File: src/rtl/apb_uart_tx_if.sv
// APB3 bus bundle for the UART transmitter slave.
// The CPU side drives the master modport; the peripheral uses the slave modport.
interface apb_uart_tx_if;
    logic [3:0]  PADDR;
    logic        PSEL;
    logic        PENABLE;
    logic        PWRITE;
    logic [31:0] PWDATA;
    logic [31:0] PRDATA;
    logic        PREADY;

    modport master (
        output PADDR, PSEL, PENABLE, PWRITE, PWDATA,
        input  PRDATA, PREADY
    );

    modport slave (
        input  PADDR, PSEL, PENABLE, PWRITE, PWDATA,
        output PRDATA, PREADY
    );
endinterface

File: src/rtl/apb_uart_tx.sv
// APB3 zero-wait-state UART transmitter: byte FIFO drained by an 8N1 serializer.
// Registers: 0x0 TXDATA (push), 0x4 STATUS, 0x8 CTRL (tx_en).
module apb_uart_tx #(
    parameter int CLK_HZ     = 100_000_000,
    parameter int BAUD       = 9600,
    parameter int FIFO_DEPTH = 8
) (
    input  logic          clk,
    input  logic          reset,
    apb_uart_tx_if.slave  apb,
    output logic          tx,
    output logic          tx_busy
);
    localparam int DIV = CLK_HZ / BAUD;
    localparam int CW  = (DIV > 2) ? $clog2(DIV) : 1;
    localparam int AW  = $clog2(FIFO_DEPTH);
    localparam logic [AW:0]   DEPTH    = FIFO_DEPTH[AW:0];
    localparam logic [CW-1:0] BAUD_END = CW'(DIV - 1);

    typedef enum logic [1:0] {IDLE, START, DATA, STOP} state_t;

    state_t        state_q;
    logic          tx_q;
    logic [CW-1:0] baud_q;
    logic [2:0]    bit_q;
    logic [7:0]    sh_q;

    logic [7:0]    mem_q [FIFO_DEPTH];
    logic [AW-1:0] wptr_q, rptr_q;
    logic [AW:0]   cnt_q, cnt_d;
    logic          ovf_q, ovf_d;
    logic          en_q;

    logic acc, wr, full, empty, pop, push_req, push_ok, drop, clr_ovf, baud_last;
    logic [31:0] cnt_w, rdata;
    logic [3:0]  cnt_sat;

    assign acc       = apb.PSEL & apb.PENABLE;
    assign wr        = acc & apb.PWRITE;
    assign full      = (cnt_q == DEPTH);
    assign empty     = (cnt_q == '0);
    assign pop       = (state_q == IDLE) & en_q & ~empty;
    assign push_req  = wr & (apb.PADDR == 4'h0);
    // A pop on the same edge frees a slot, so a full FIFO can still accept.
    assign push_ok   = push_req & (~full | pop);
    assign drop      = push_req & ~push_ok;
    assign clr_ovf   = wr & (apb.PADDR == 4'h4) & apb.PWDATA[3];
    assign baud_last = (baud_q == BAUD_END);

    assign cnt_d = cnt_q + {{AW{1'b0}}, push_ok} - {{AW{1'b0}}, pop};
    assign ovf_d = drop ? 1'b1 : (clr_ovf ? 1'b0 : ovf_q);

    always_ff @(posedge clk or posedge reset) begin
        if (reset) begin
            wptr_q <= '0;
            rptr_q <= '0;
            cnt_q  <= '0;
            ovf_q  <= 1'b0;
            en_q   <= 1'b1;
        end else begin
            if (push_ok) wptr_q <= wptr_q + 1'b1;
            if (pop)     rptr_q <= rptr_q + 1'b1;
            cnt_q <= cnt_d;
            ovf_q <= ovf_d;
            if (wr && apb.PADDR == 4'h8) en_q <= apb.PWDATA[0];
        end
    end

    always_ff @(posedge clk) begin
        if (push_ok) mem_q[wptr_q] <= apb.PWDATA[7:0];
    end

    // Serializer; tx is registered so every bit lasts exactly DIV clocks.
    always_ff @(posedge clk or posedge reset) begin
        if (reset) begin
            state_q <= IDLE;
            tx_q    <= 1'b1;
            baud_q  <= '0;
            bit_q   <= '0;
            sh_q    <= '0;
        end else begin
            case (state_q)
                IDLE: begin
                    tx_q <= 1'b1;
                    if (pop) begin
                        sh_q    <= mem_q[rptr_q];
                        baud_q  <= '0;
                        tx_q    <= 1'b0;
                        state_q <= START;
                    end
                end
                START: begin
                    if (baud_last) begin
                        baud_q  <= '0;
                        bit_q   <= '0;
                        tx_q    <= sh_q[0];
                        sh_q    <= sh_q >> 1;
                        state_q <= DATA;
                    end else begin
                        baud_q <= baud_q + 1'b1;
                    end
                end
                DATA: begin
                    if (baud_last) begin
                        baud_q <= '0;
                        if (bit_q == 3'd7) begin
                            tx_q    <= 1'b1;
                            state_q <= STOP;
                        end else begin
                            bit_q <= bit_q + 1'b1;
                            tx_q  <= sh_q[0];
                            sh_q  <= sh_q >> 1;
                        end
                    end else begin
                        baud_q <= baud_q + 1'b1;
                    end
                end
                STOP: begin
                    if (baud_last) begin
                        baud_q  <= '0;
                        state_q <= IDLE;
                    end else begin
                        baud_q <= baud_q + 1'b1;
                    end
                end
                default: state_q <= IDLE;
            endcase
        end
    end

    assign tx      = tx_q;
    assign tx_busy = (state_q != IDLE);

    assign cnt_w   = 32'(cnt_q);
    assign cnt_sat = (cnt_w > 32'd15) ? 4'hF : cnt_w[3:0];

    always_comb begin
        rdata = '0;
        case (apb.PADDR)
            4'h4:    rdata = {24'd0, cnt_sat, ovf_q, tx_busy, empty, full};
            4'h8:    rdata = {31'd0, en_q};
            default: rdata = '0;
        endcase
    end

    assign apb.PRDATA = (acc & ~apb.PWRITE) ? rdata : 32'd0;
    assign apb.PREADY = 1'b1;

    logic unused_pwdata;
    assign unused_pwdata = ^{apb.PWDATA[31:8]};
endmodule

File: src/flat_wrapper.sv
// flat-port wrapper written by rule: the top's interface ports become plain ports
module apb_uart_tx_flat 
#(
    parameter int CLK_HZ     = 100_000_000,
    parameter int BAUD       = 9600,
    parameter int FIFO_DEPTH = 8
)
  (clk, reset, tx, tx_busy, apb_PADDR, apb_PSEL, apb_PENABLE, apb_PWRITE, apb_PWDATA, apb_PRDATA, apb_PREADY);
  apb_uart_tx_if apb_i ();
  input  logic clk;
  input  logic reset;
  output logic tx;
  output logic tx_busy;
  input wire logic [$bits(apb_i.PADDR)-1:0] apb_PADDR;
  input wire logic [$bits(apb_i.PSEL)-1:0] apb_PSEL;
  input wire logic [$bits(apb_i.PENABLE)-1:0] apb_PENABLE;
  input wire logic [$bits(apb_i.PWRITE)-1:0] apb_PWRITE;
  input wire logic [$bits(apb_i.PWDATA)-1:0] apb_PWDATA;
  output wire logic [$bits(apb_i.PRDATA)-1:0] apb_PRDATA;
  output wire logic [$bits(apb_i.PREADY)-1:0] apb_PREADY;
  assign apb_i.PADDR = apb_PADDR;
  assign apb_i.PSEL = apb_PSEL;
  assign apb_i.PENABLE = apb_PENABLE;
  assign apb_i.PWRITE = apb_PWRITE;
  assign apb_i.PWDATA = apb_PWDATA;
  assign apb_PRDATA = apb_i.PRDATA;
  assign apb_PREADY = apb_i.PREADY;
  apb_uart_tx #(.CLK_HZ(CLK_HZ), .BAUD(BAUD), .FIFO_DEPTH(FIFO_DEPTH)) u_core (.clk(clk), .reset(reset), .apb(apb_i), .tx(tx), .tx_busy(tx_busy));
endmodule
File: config.mk
export PLATFORM = sky130hd
export DESIGN_NAME = apb_uart_tx_flat
export DESIGN_NICKNAME = d
export VERILOG_FILES = /design/src/rtl/apb_uart_tx_if.sv /design/src/rtl/apb_uart_tx.sv /design/src/flat_wrapper.sv
export SDC_FILE = /design/constraint.sdc
export NUM_CORES = 1
export LEC_CHECK = 0
export CAP_MARGIN = 15
export CORE_ASPECT_RATIO = 0.75
export CORE_MARGIN = 4
export CORE_UTILIZATION = 52
export CTS_BUF_LIST = sky130_fd_sc_hd__clkbuf_4
export CTS_CLUSTER_DIAMETER = 50
export CTS_CLUSTER_SIZE = 8
export DETAILED_ROUTE_END_ITERATION = 8
export GPL_ROUTABILITY_DRIVEN = 0
export PLACE_DENSITY = 0.76
export SYNTH_ARGS = -nofsm -noshare
export SYNTH_HDL_FRONTEND = slang
export SYNTH_SLANG_ARGS = --single-unit
File: constraint.sdc
create_clock -name clk -period 7.5 [get_ports clk]
set_input_delay 1.5 -clock clk [delete_from_list [all_inputs] [get_ports clk]]
set_output_delay 1.5 -clock clk [all_outputs]
set_load 0.1 [all_outputs]
==> impl_results.md <==
- Final worst-path cycle share: 73.5%
- Worst VDD drop: 160 uV
- Final Non-Filler Cells: 531
- I/O pin count: 76
- Worst setup SP type: input port
- Iter 0 DRT Violations: 294
- Maximum clock path buffer count: 2
- Fillers: 727
- Async set or reset register ratio after synthesis: 38.5%
- Die Footprint: 0.0112 mm2
- Cell Pwr Density: 330 mW/mm2
- Final Hold Fails: 0
- Post-Place Cells: 514
- Worst hold path class: register to register
- Width of the die: 121 um
- Synthesized flop and latch total: 104
- Leak: 0.00205 uW
- Grt ovf: 0
- Antenna Nets Post-Route: 0
- Clk_lat worst skew: 0.46 ns
- Num rows: 30
- Hold-fix buffers at CTS: 0
- Via density per instance: 5.60
- Final wirelength: 9140 um
- CP max FO: 6
- Crit path DAT: 4.01 ns
- Setup CP Type: input port to output pin
- Synthesized cell area: 0.00495 mm2
- Mean Syn Cell Area: 13.4 um2
- Sequential element share of the synthesized area: 59.1%
- Max Cap Viol: 0
- Status: finished, final reports clean
- Sequential Area: 0.00293 mm2
- DR pass1 iterations: 4
- Max Freq: 181 MHz
- Diode count: 0
- Slew at the pin closest to its max-slew limit: 1.00 ns
- DRC Markers: 0
- Initial core utilization: 54.1%
- Max_slew headroom: 33.0%
- Final Max Slew Viols: 0
- Cts bufs inserted: 9
- Minimum clock period: 5.51 ns
- HPWL after detailed placement: 6240 um
- Tot Pwr: 1790 uW
- Final nets: 455
- Die Height: 92.5 um
- Design Area, Final: 0.00544 mm2
- Multi-input combinational cell area: 0.00183 mm2
- Largest net degree at the start of global routing: 41
- CP Capture Type: output pin
- Clock transition at path regs: 0.17 ns
- Worst path required time: 6.00 ns
- CTS HTree Levels: 3
- First-pass GRT wire length: 15400 um
- # setup viols final: 0
- Main synth FF type: edfxtp_1
- Via count: 2974
- Cell variety after synth: 47
- Clk root buf: clkbuf_4
- Core Area: 0.00916 mm2
- Placed inst area: 0.00526 mm2
- Clk sinks: 104
- CTS tree: built
- Number of global-route vias before repair: 2924
- Post-synth EDFFs: 64
- Initial antenna violation count: 0
- Unrepaired setup endpoints after global routing: false
- Yosys warnings: 0
- Setup bufs post-CTS: 0
- Mapped Cells: 369
- Worst clock skew: 0.0194 ns
- All-Layer GR Usage: 17.9%
- P&R area growth vs syn: 9.83%
- Share of layout cells above drive strength 1: 14.6%
- Sum Neg Setup Slack: 0 ns
- Cts repair resizes: 0
- Buffers on Ports: 26
- Routed length per instance: 17.2 um
[layout by cell type, fill, tap and decap left out, types with 13 or more instances in the layout]
master / instances
a21oi_1: 13
clkdlybuf4s50_1: 26
conb_1: 25
dfrtp_1: 38
edfxtp_1: 64
ha_1: 15
mux4_2: 16
nand2_1: 33
nor2_1: 17
o21ai_0: 28
[cells by family (layout without fill, tap and decap cells)]
logic type | after synthesis | after routing | synth area share (%)
AOI/OAI and AO/OA | 61 | 61 | 7.38
xor gates and xnor gates | 6 | 6 | 1.06
adders and majority gates | 16 | 16 | 4.20
buffers and inverters | 49 | 60 | 5.66
DFF | 104 | 104 | 59.1
muxes | 38 | 38 | 12.6
other | 2 | 25 | 0.152
and+or+nand+nor | 93 | 93 | 9.83
[layout make-up]
type / instances / area share [%]
Sequential cell: 104 / 53.8
Multi-Input combinational cell: 239 / 33.7
Timing Repair Buffer: 32 / 5.98
Tap cell: 128 / 2.95
Clock inverter: 7 / 1.52
Clock buffer: 9 / 1.24
Inverter: 12 / 0.828
[metrics by stage]
step	hold WS, ns	utilization, %	setup WS (ns)
floorplan	0.447	-	1.26
global placement	0.473	57.4	2.02
detailed placement	0.480	57.4	2.02
CTS	0.500	59.1	1.99
global route	0.527	59.4	1.85
finish	0.500	59.4	1.99
[power by group]
part	internal [uW]	total, uW	switching, uW	leakage, uW
Sequential	675	756	80.4	0.00109
Combinational	322	729	406	0.000879
Clock	109	308	199	0.0000828
Total	1110	1790	685	0.00205
[cell usage after synthesis (all sizes together) (6+ instances only)]
library cell	n	area, um2
o21ai	29	156
dfrtp	38	951
mux2i	10	100
a31oi	6	37.5
nand3	7	47.6
ha	15	188
buf	28	201
nand2	33	124
mux2	12	165
mux4	16	360
nor4	7	43.8
edfxtp	64	1920
nor2	17	63.8
clkbuf	9	33.8
inv	12	45.0
a21oi	13	65.1
[flip-flops by register name, summed over array words and instances, names as in the netlist]
| name | count |
|---|---|
| u_core.bit_q | 3 |
| u_core.mem_q | 64 |
| u_core.sh_q | 8 |
| u_core.rptr_q | 3 |
| u_core.cnt_q | 4 |
| u_core.baud_q | 14 |
| u_core.state_q | 2 |
| u_core.wptr_q | 3 |
| u_core.tx | 1 |
| u_core.ovf_q | 1 |
| u_core.en_q | 1 |
[final timing paths]
check                           cells past startpoint               from  slack, ns                 end
worst max-delay path                                6       apb_PADDR[1]       1.99       apb_PRDATA[3]
max in group asynchronous                           3              reset       5.66      u_core.sh_q[3]
worst max register to register                      7  u_core.state_q[0]       4.58  u_core.mem_q[1][0]
worst min-delay path                                1    u_core.bit_q[0]       0.50     u_core.bit_q[0]
min in group asynchronous                           3              reset       1.45     u_core.cnt_q[3]
worst min register to register                      1    u_core.bit_q[0]       0.50     u_core.bit_q[0]
[per-layer routing]
metal	up-vias	share of wire (%)	track usage (%)
li1	1395	-	-
met1	1486	46	25.8
met2	84	46	27.3
met3	9	6.4	4.82
met4	0	1.0	4.43
met5	-	0	0
[worst max-delay path, stage by stage]
cell and delay (ns):
clkdlybuf4s50_1 0.42, nor3_1 0.31, nand2_1 0.20, nor3_1 0.24, and2_1 0.18, clkdlybuf4s50_1 1.16
No activity file was read; power rests on OpenSTA's default activity.
